--- config.mk ---
export PLATFORM = sky130hd
export DESIGN_NAME = unsigned_divider_seq
export DESIGN_NICKNAME = d
export VERILOG_FILES = /design/src/rtl/divider_pkg.sv /design/src/rtl/divider_step.sv /design/src/rtl/unsigned_divider_seq.sv
export SDC_FILE = /design/constraint.sdc
export NUM_CORES = 1
export LEC_CHECK = 0
export ABC_AREA = 1
export CORE_MARGIN = 2
export CORE_UTILIZATION = 50
export DETAILED_ROUTE_END_ITERATION = 8
export PLACE_DENSITY = 0.77
export SLEW_MARGIN = 20
export SYNTH_ARGS = -nofsm -noshare
export SYNTH_HDL_FRONTEND = slang
export SYNTH_SLANG_ARGS = --single-unit
--- constraint.sdc ---
create_clock -name clk -period 2.3 [get_ports clk]
set_input_delay 0.23 -clock clk [delete_from_list [all_inputs] [get_ports clk]]
set_output_delay 0.23 -clock clk [all_outputs]
set_load 0.1 [all_outputs]
--- src/rtl/divider_pkg.sv ---
// Shared types and sizing helpers for the sequential unsigned divider.
//   state_t  : FSM encoding (IDLE, CALC, DONE)
//   COUNT_W  : bit-counter width for the default WIDTH of 8
//   count_w(): the same sizing rule for any WIDTH
package divider_pkg;

    typedef enum logic [1:0] {
        IDLE = 2'd0,
        CALC = 2'd1,
        DONE = 2'd2
    } state_t;

    localparam int WIDTH_DEF = 8;
    localparam int COUNT_W   = $clog2(2 * WIDTH_DEF);

    function automatic int count_w(input int w);
        return $clog2(2 * w);
    endfunction

endpackage

--- src/rtl/divider_step.sv ---
// One combinational restoring-division step.
//   rem_in   : partial remainder (WIDTH+1 bits)
//   din      : next dividend bit, shifted in at the LSB
//   divisor  : WIDTH-bit divisor
//   rem_out  : partial remainder after the conditional subtract
//   q_bit    : quotient bit produced by this step
module divider_step #(
    parameter int WIDTH = 8
) (
    input  logic [WIDTH:0]   rem_in,
    input  logic             din,
    input  logic [WIDTH-1:0] divisor,
    output logic [WIDTH:0]   rem_out,
    output logic             q_bit
);

    logic [WIDTH:0] r;

    always_comb begin
        r       = {rem_in[WIDTH-1:0], din};
        // A set top bit means the shifted value already exceeds any divisor.
        q_bit   = rem_in[WIDTH] || (r >= {1'b0, divisor});
        rem_out = q_bit ? (r - {1'b0, divisor}) : r;
    end

endmodule

--- src/rtl/unsigned_divider_seq.sv ---
// Multi-cycle unsigned restoring divider: 2*WIDTH-bit dividend / WIDTH-bit
// divisor -> 2*WIDTH-bit quotient and WIDTH-bit remainder, one quotient bit
// per cycle, valid/ready on both sides.
//   clk, reset_n            : clock, async active-low reset
//   in_valid/in_ready       : operand handshake (in_ready only in IDLE)
//   dividend, divisor       : operands, sampled on the accept edge
//   out_valid/out_ready     : result handshake, result held until accepted
//   quotient, remainder     : result
//   div_by_zero             : result came from a zero divisor
// Optional: define DIVIDER_EARLY_EXIT_EN to finish immediately when the
// dividend is smaller than a nonzero divisor (same results, shorter latency).
module unsigned_divider_seq
    import divider_pkg::*;
#(
    parameter int WIDTH = 8
) (
    input  logic               clk,
    input  logic               reset_n,
    input  logic               in_valid,
    output logic               in_ready,
    input  logic [2*WIDTH-1:0] dividend,
    input  logic [WIDTH-1:0]   divisor,
    output logic               out_valid,
    input  logic               out_ready,
    output logic [2*WIDTH-1:0] quotient,
    output logic [WIDTH-1:0]   remainder,
    output logic               div_by_zero
);

    localparam int CW = count_w(WIDTH);

    state_t             state;
    // Dividend bits leave at the MSB while quotient bits enter at the LSB,
    // so after 2*WIDTH steps this register holds the quotient.
    logic [2*WIDTH-1:0] dq;
    logic [WIDTH-1:0]   dvs;
    logic [WIDTH:0]     rem;
    logic [CW-1:0]      cnt;
    logic               dbz;
    logic               ov_q;

    logic [WIDTH:0]     rem_nxt;
    logic               q_bit;

    divider_step #(.WIDTH(WIDTH)) u_step (
        .rem_in  (rem),
        .din     (dq[2*WIDTH-1]),
        .divisor (dvs),
        .rem_out (rem_nxt),
        .q_bit   (q_bit)
    );

    assign in_ready    = (state == IDLE);
    assign out_valid   = ov_q;
    assign quotient    = dq;
    assign remainder   = rem[WIDTH-1:0];
    assign div_by_zero = dbz;

    always_ff @(posedge clk or negedge reset_n) begin
        if (!reset_n) begin
            state <= IDLE;
            dq    <= '0;
            dvs   <= '0;
            rem   <= '0;
            cnt   <= '0;
            dbz   <= 1'b0;
            ov_q  <= 1'b0;
        end else begin
            case (state)
                IDLE: begin
                    if (in_valid) begin
                        dvs <= divisor;
                        cnt <= CW'(2 * WIDTH - 1);
                        dbz <= 1'b0;
                        if (divisor == '0) begin
                            dq    <= '1;
                            rem   <= {1'b0, dividend[WIDTH-1:0]};
                            dbz   <= 1'b1;
                            state <= DONE;
`ifdef DIVIDER_EARLY_EXIT_EN
                        end else if (dividend < {{WIDTH{1'b0}}, divisor}) begin
                            dq    <= '0;
                            rem   <= {1'b0, dividend[WIDTH-1:0]};
                            state <= DONE;
`endif
                        end else begin
                            dq    <= dividend;
                            rem   <= '0;
                            state <= CALC;
                        end
                    end
                end
                CALC: begin
                    dq  <= {dq[2*WIDTH-2:0], q_bit};
                    rem <= rem_nxt;
                    if (cnt == '0) state <= DONE;
                    else           cnt   <= cnt - 1'b1;
                end
                DONE: begin
                    // out_valid lags entry into DONE by one cycle; the result
                    // is only released once it has actually been presented.
                    if (!ov_q) begin
                        ov_q <= 1'b1;
                    end else if (out_ready) begin
                        ov_q  <= 1'b0;
                        state <= IDLE;
                    end
                end
                default: state <= IDLE;
            endcase
        end
    end

endmodule
* Word level (Yosys, flattened, before mapping)
Index checks and enable logic that the tools add are counted.
** Storage, ports and cells
- Logic and storage cells :: 45
- Register bits :: 41
- Output and inout bits :: 27
- Bits of input ports :: 28
** Operators by class
- $add $sub $neg :: 2
- $lt $le $gt $ge :: 1
- Equality and inequality tests :: 7
- Multiplexer cells :: 19
- Reductions and logical operators :: 9
** Operators by type and width (count)
- $mux 16 :: 2
- $pmux 16 s2 :: 1
- $mux 9 :: 2
- $pmux 9 s2 :: 1
- $mux 2 :: 5
- $ne 2x2->1 const B :: 5
- $ge 9x8->1 :: 1
- $sub 9x8->9 :: 1
- $logic_not 8->1 :: 1
- $mux 4 :: 2
- $mux 8 :: 1
- $pmux 4 s2 :: 1
- $pmux 2 s3 :: 1
- $logic_not 4->1 :: 1
- $reduce_and 2->1 :: 2
- $reduce_and 4->1 :: 1
- $sub 4x1->4 const B :: 1
- $mux 1 :: 3
- $reduce_and 3->1 :: 1
- $eq 2x1->1 const B :: 1
- $eq 2x2->1 const B :: 1
- $logic_not 2->1 :: 1
- $reduce_bool 2->1 :: 1
- $logic_or 1x1->1 :: 1

* Logic depth before layout (Yosys ltp)
- Depth after elaboration :: 4
- Gate-level depth with buffers :: 13
- Depth with buffers taken out :: 13

* Hierarchy
Synthesis repeated with hierarchy kept, for this count alone.
** Second synthesis, totals
- Cell total of the unflattened synthesis :: 370
- Area, all modules :: 2646.3 µm²
** Modules (own cells, without submodules)
- unsigned_divider_seq :: area an instance 2015.7 µm², cells an instance 245, times used 1, seq. area each 1026.0 µm²
- divider_step :: area an instance 630.6 µm², cells an instance 125, times used 1, seq. area each 0.0 µm²

* Least setup slack after synthesis
OpenSTA, ideal clock, no wires.
- Path type :: reg-to-reg
- Start point :: register state[0]
- End point :: register dq[3] (netlist: quotient[3])
- Cell stages (with the launch flop) :: 10
- Data required time :: 2.218 ns
- Slack :: 0.120 ns
- Library setup time :: 0.082 ns
- Data arrival time :: 2.098 ns
- Period minus slack after synthesis :: 2.180 ns
- Buffers on the path :: 2
- Cells stage by stage :: dfrtp_1 -> nor2_2 -> nand2_4 -> inv_4 -> nor2_8 -> inv_2 -> buf_6 -> buf_6 -> nor2_1 -> a31oi_1
** Between the ends
- Cells in the longest elaborated chain, start to end :: 3
- Elaborated cells between the ends (all ways) :: 6
- Classes of those cells :: 2 x eq/ne; 1 x mux; 3 x reduce/logical
** RTL lines
- from (decl) :: line unsigned_divider_seq.sv:32 : state_t state;
- from (signal assigned) :: line unsigned_divider_seq.sv:61 : state <= IDLE;
- from (signal assigned) :: line unsigned_divider_seq.sv:79 : state <= DONE;
- from (signal assigned) :: line unsigned_divider_seq.sv:89 : state <= CALC;
- $logic_not 2->1 *
- via in_ready :: line unsigned_divider_seq.sv:20 : output logic in_ready,
- $ne 2x2->1 (no line) / $reduce_bool 2->1 (equally long branches)
- $reduce_and 2->1 (no line)
- to (signal assigned) :: line unsigned_divider_seq.sv:87 : dq <= dividend;
- to (signal assigned) :: line unsigned_divider_seq.sv:94 : dq <= {dq[2*WIDTH-2:0], q_bit};
- to (decl) :: line unsigned_divider_seq.sv:35 : logic [2*WIDTH-1:0] dq;
The timed path passes the listed nets; every way through them passes the cells marked *.
A chain may end at the register's enable or synchronous reset.

* Final worst setup path
- Start point :: register rem[1]
- End point :: register rem[2]
** Between the ends
- Cells in the longest elaborated chain, start to end :: 4
- Elaborated cells between the ends (all ways) :: 5
- Classes of those cells :: 1 x add/sub; 1 x order compare; 2 x mux; 1 x reduce/logical
** RTL lines
- from (decl) :: line unsigned_divider_seq.sv:37 : logic [WIDTH:0] rem;
- from (signal assigned) :: line unsigned_divider_seq.sv:77 : rem <= {1'b0, dividend[WIDTH-1:0]};
- from (signal assigned) :: line unsigned_divider_seq.sv:95 : rem <= rem_nxt;
- $ge 9x8->1 :: line divider_step.sv:22 : q_bit = rem_in[WIDTH] || (r >= {1'b0, divisor});
- $logic_or 1x1->1 :: line divider_step.sv:22
- $mux 9 * :: line divider_step.sv:23 : rem_out = q_bit ? (r - {1'b0, divisor}) : r;
- $pmux 9 s2 * :: line unsigned_divider_seq.sv:69 : case (state)
Mark *: on every way between the ends. The rest lies on a longest branch, timed or not.

==> impl_metrics.ini <==
[sta]
final_hold_viol_count = 0
setup_viol = 0
fin_crit_ns = 2.07
tightestPinTransition_ns = 0.443
rsz0062_at_grt = false
timing.fmax_ghz = 0.484
maxSlewHeadroom = 0.704
min_period_over_period = 0.899
drv_slew = 0
fin_tns_setup_ns = 0
skew_ns = 0.0114

[floorplan]
ios = 55
core_area_sq_mm = 0.00475
start_util = 0.525
die_w_microns = 74.7
die_h_microns = 74.7
die_area_sq_mm = 0.00558
fp-row-count = 25

[critical_path]
crit_chain = ha_1, or2_1, nand3_1, nand2_1, nand2_2, nand2_2, nor2_1, nand2_1, nand3_1, nand2_1
critPathArrivalTime_ns = 2.26
cp-start-kind = flop
crit_path_end_kind = flop
crit_start = rem[1]$_DFFE_PN0P_
crit_type = flop to flop
slowest_delay_ns = 0.44
crit_slowest_cell = dfrtp_1
cp_common_cell = nand2_1
cp_data_required_time_ns = 2.49
rr_startpoint = rem[1]$_DFFE_PN0P_
reg2reg_depth = 10
cp_max_fo = 10

[logic_synthesis]
synth_cell_types = 33
synth.yosys.seq_area_share = 0.411
netlist_instances = 336
synth_area_sq_mm = 0.00250
syn_avg_cell_area_sq_um = 7.43
yosysWarningCount = 0
ys_ff_latch = 41
synth.net_count = 374

[status]
status = complete, no violations

[place]
io_buffers = 54
hpwl_mm = 4.34
place.gp.congestion = 0.851

[cts]
clock_latency_ns = 0.30
cts_tree = done
cts.clk_slew.worst_paths_ns = 0.09
root_buffer = clkbuf_8
h-tree-depth = 2
cts.sinks = 41
cts_setup_buffers = 0
clock_path_buffers = 2
cts_made_buffers = 5

[final_layout]
layout-drive-gt1-share = 0.135
fillers = 444
syn2layout_area_growth_pct = 23.1
layout.nets = 423
antennaDiodeCount = 0

[job]
drv_cap = 0

[global_routing]
overflow = 0
antenna_found_initial = 0
grt_max_degree = 30
grt_pass1_vias = 2123
grt.total_usage = 0.223
grt_pass1_wl_mm = 9.56

[routing]
remaining_drc_errors = 0
routed_via_density = 5.03
ant_nets = 0
num_vias = 2278
wl_per_cell_microns = 12.7
drtIter0Drc = 131
drt_wl_total_mm = 5.75
drtPass1Iterations = 4

[min_path]
hold_path.class = primary input to async pin
per-stage QoR:
stage | hold slack (ns) | instances | setup WS (ns) | util | cell area, sq um
after floorplan | -0.0656 | 336 | 0.120 | - | 2500
after global placement | 0.153 | 444 | 0.247 | 0.624 | 2970
after detailed placement | 0.157 | 444 | 0.258 | 0.624 | 2970
after CTS | 0.369 | 453 | 0.228 | 0.647 | 3070
after global routing | 0.405 | 453 | 0.0860 | 0.647 | 3070
final | 0.360 | 453 | 0.232 | 0.647 | 3070
worst max-delay path, delay by kind of cell, from the launching register on:
kind	cells	cell delay, ns
simple gates	9	1.14
flops	1	0.44
fa+ha+maj	1	0.37
state kept, by name, indices dropped and copies added (netlist names):
| name | count |
|---|---|
| cnt | 4 |
| out_valid | 1 |
| dvs | 8 |
| div_by_zero | 1 |
| quotient | 16 |
| state | 2 |
| rem | 9 |
Yosys cell counts (all sizes together):
library cell | number | area, sq um
fa | 1 | 20.0
or2 | 1 | 6.26
a211o | 1 | 8.76
a22oi | 1 | 7.51
o21ai | 45 | 225
clkbuf | 5 | 18.8
ha | 9 | 113
xor2 | 1 | 8.76
o211ai | 3 | 22.5
inv | 53 | 204
a21oi | 20 | 100
dfrtp | 41 | 1030
nor2 | 31 | 138
nand3b | 3 | 22.5
o21a | 1 | 7.51
buf | 13 | 100
o22ai | 1 | 6.26
nor3 | 3 | 15.0
nand2 | 76 | 303
a21o | 1 | 7.51
a31oi | 2 | 12.5
nand4 | 3 | 18.8
nand3 | 20 | 100
and2 | 1 | 6.26
layout by cell type (no fill, tap or decap), types with 2 or more instances in the layout:
master	instances
nand2_1	71
inv_1	50
o21ai_0	41
dfrtp_1	41
buf_4	32
nor2_1	28
clkdlybuf4s50_1	26
a21oi_1	20
nand3_1	20
ha_1	9
clkbuf_8	6
nand2_2	4
o21ai_1	4
nor3_1	3
nand3b_1	3
nand4_1	3
o211ai_1	3
nor2_2	2
inv_4	2
a31oi_1	2
layer usage:
metal | GRT usage | part of all wire | vias up
met4 | 0.0595 | 0.015 | 0
met5 | 0 | 0 | -
met3 | 0.0361 | 0.039 | 11
met2 | 0.382 | 0.48 | 54
li1 | - | - | 1171
met1 | 0.297 | 0.46 | 1042
timing repair:
action	in CTS	in global routing
gates resized for setup	0	0
hold endpoints to repair	14	0
hold buffers	1	0
path summary, 6_finish.rpt:
kind | to | slack [ns]
worst min-delay path | rem[1]$_DFFE_PN0P_ | 0.36
min in group clk | dvs[3]$_DFFE_PN0P_ | 0.49
worst min register to register | dvs[3]$_DFFE_PN0P_ | 0.49
max in group asynchronous | rem[4]$_DFFE_PN0P_ | 1.27
worst max register to register | rem[2]$_DFFE_PN0P_ | 0.23
worst max-delay path | rem[2]$_DFFE_PN0P_ | 0.23
kinds of logic after synthesis:
| group | count (synthesis) | synth area share |
|---|---|---|
| fa+ha+maj | 10 | 0.0531 |
| buf+inv | 71 | 0.129 |
| xor+xnor | 1 | 0.00351 |
| compound gates | 75 | 0.159 |
| simple gates | 138 | 0.244 |
| flops | 41 | 0.411 |
cell type report:
cell class | instances | area, sq um | area share
timing repair buffer | 60 | 515 | 0.168
clock inverter | 2 | 13.8 | 0.00448
tap | 67 | 83.8 | 0.0273
inverter | 53 | 204 | 0.0663
multi-input combinational | 224 | 1150 | 0.374
sequential | 41 | 1030 | 0.334
clock buffer | 6 | 82.6 | 0.0269
Power is not shown: default switching activity piles up to over one toggle a cycle in this logic, so the estimate is an artifact.
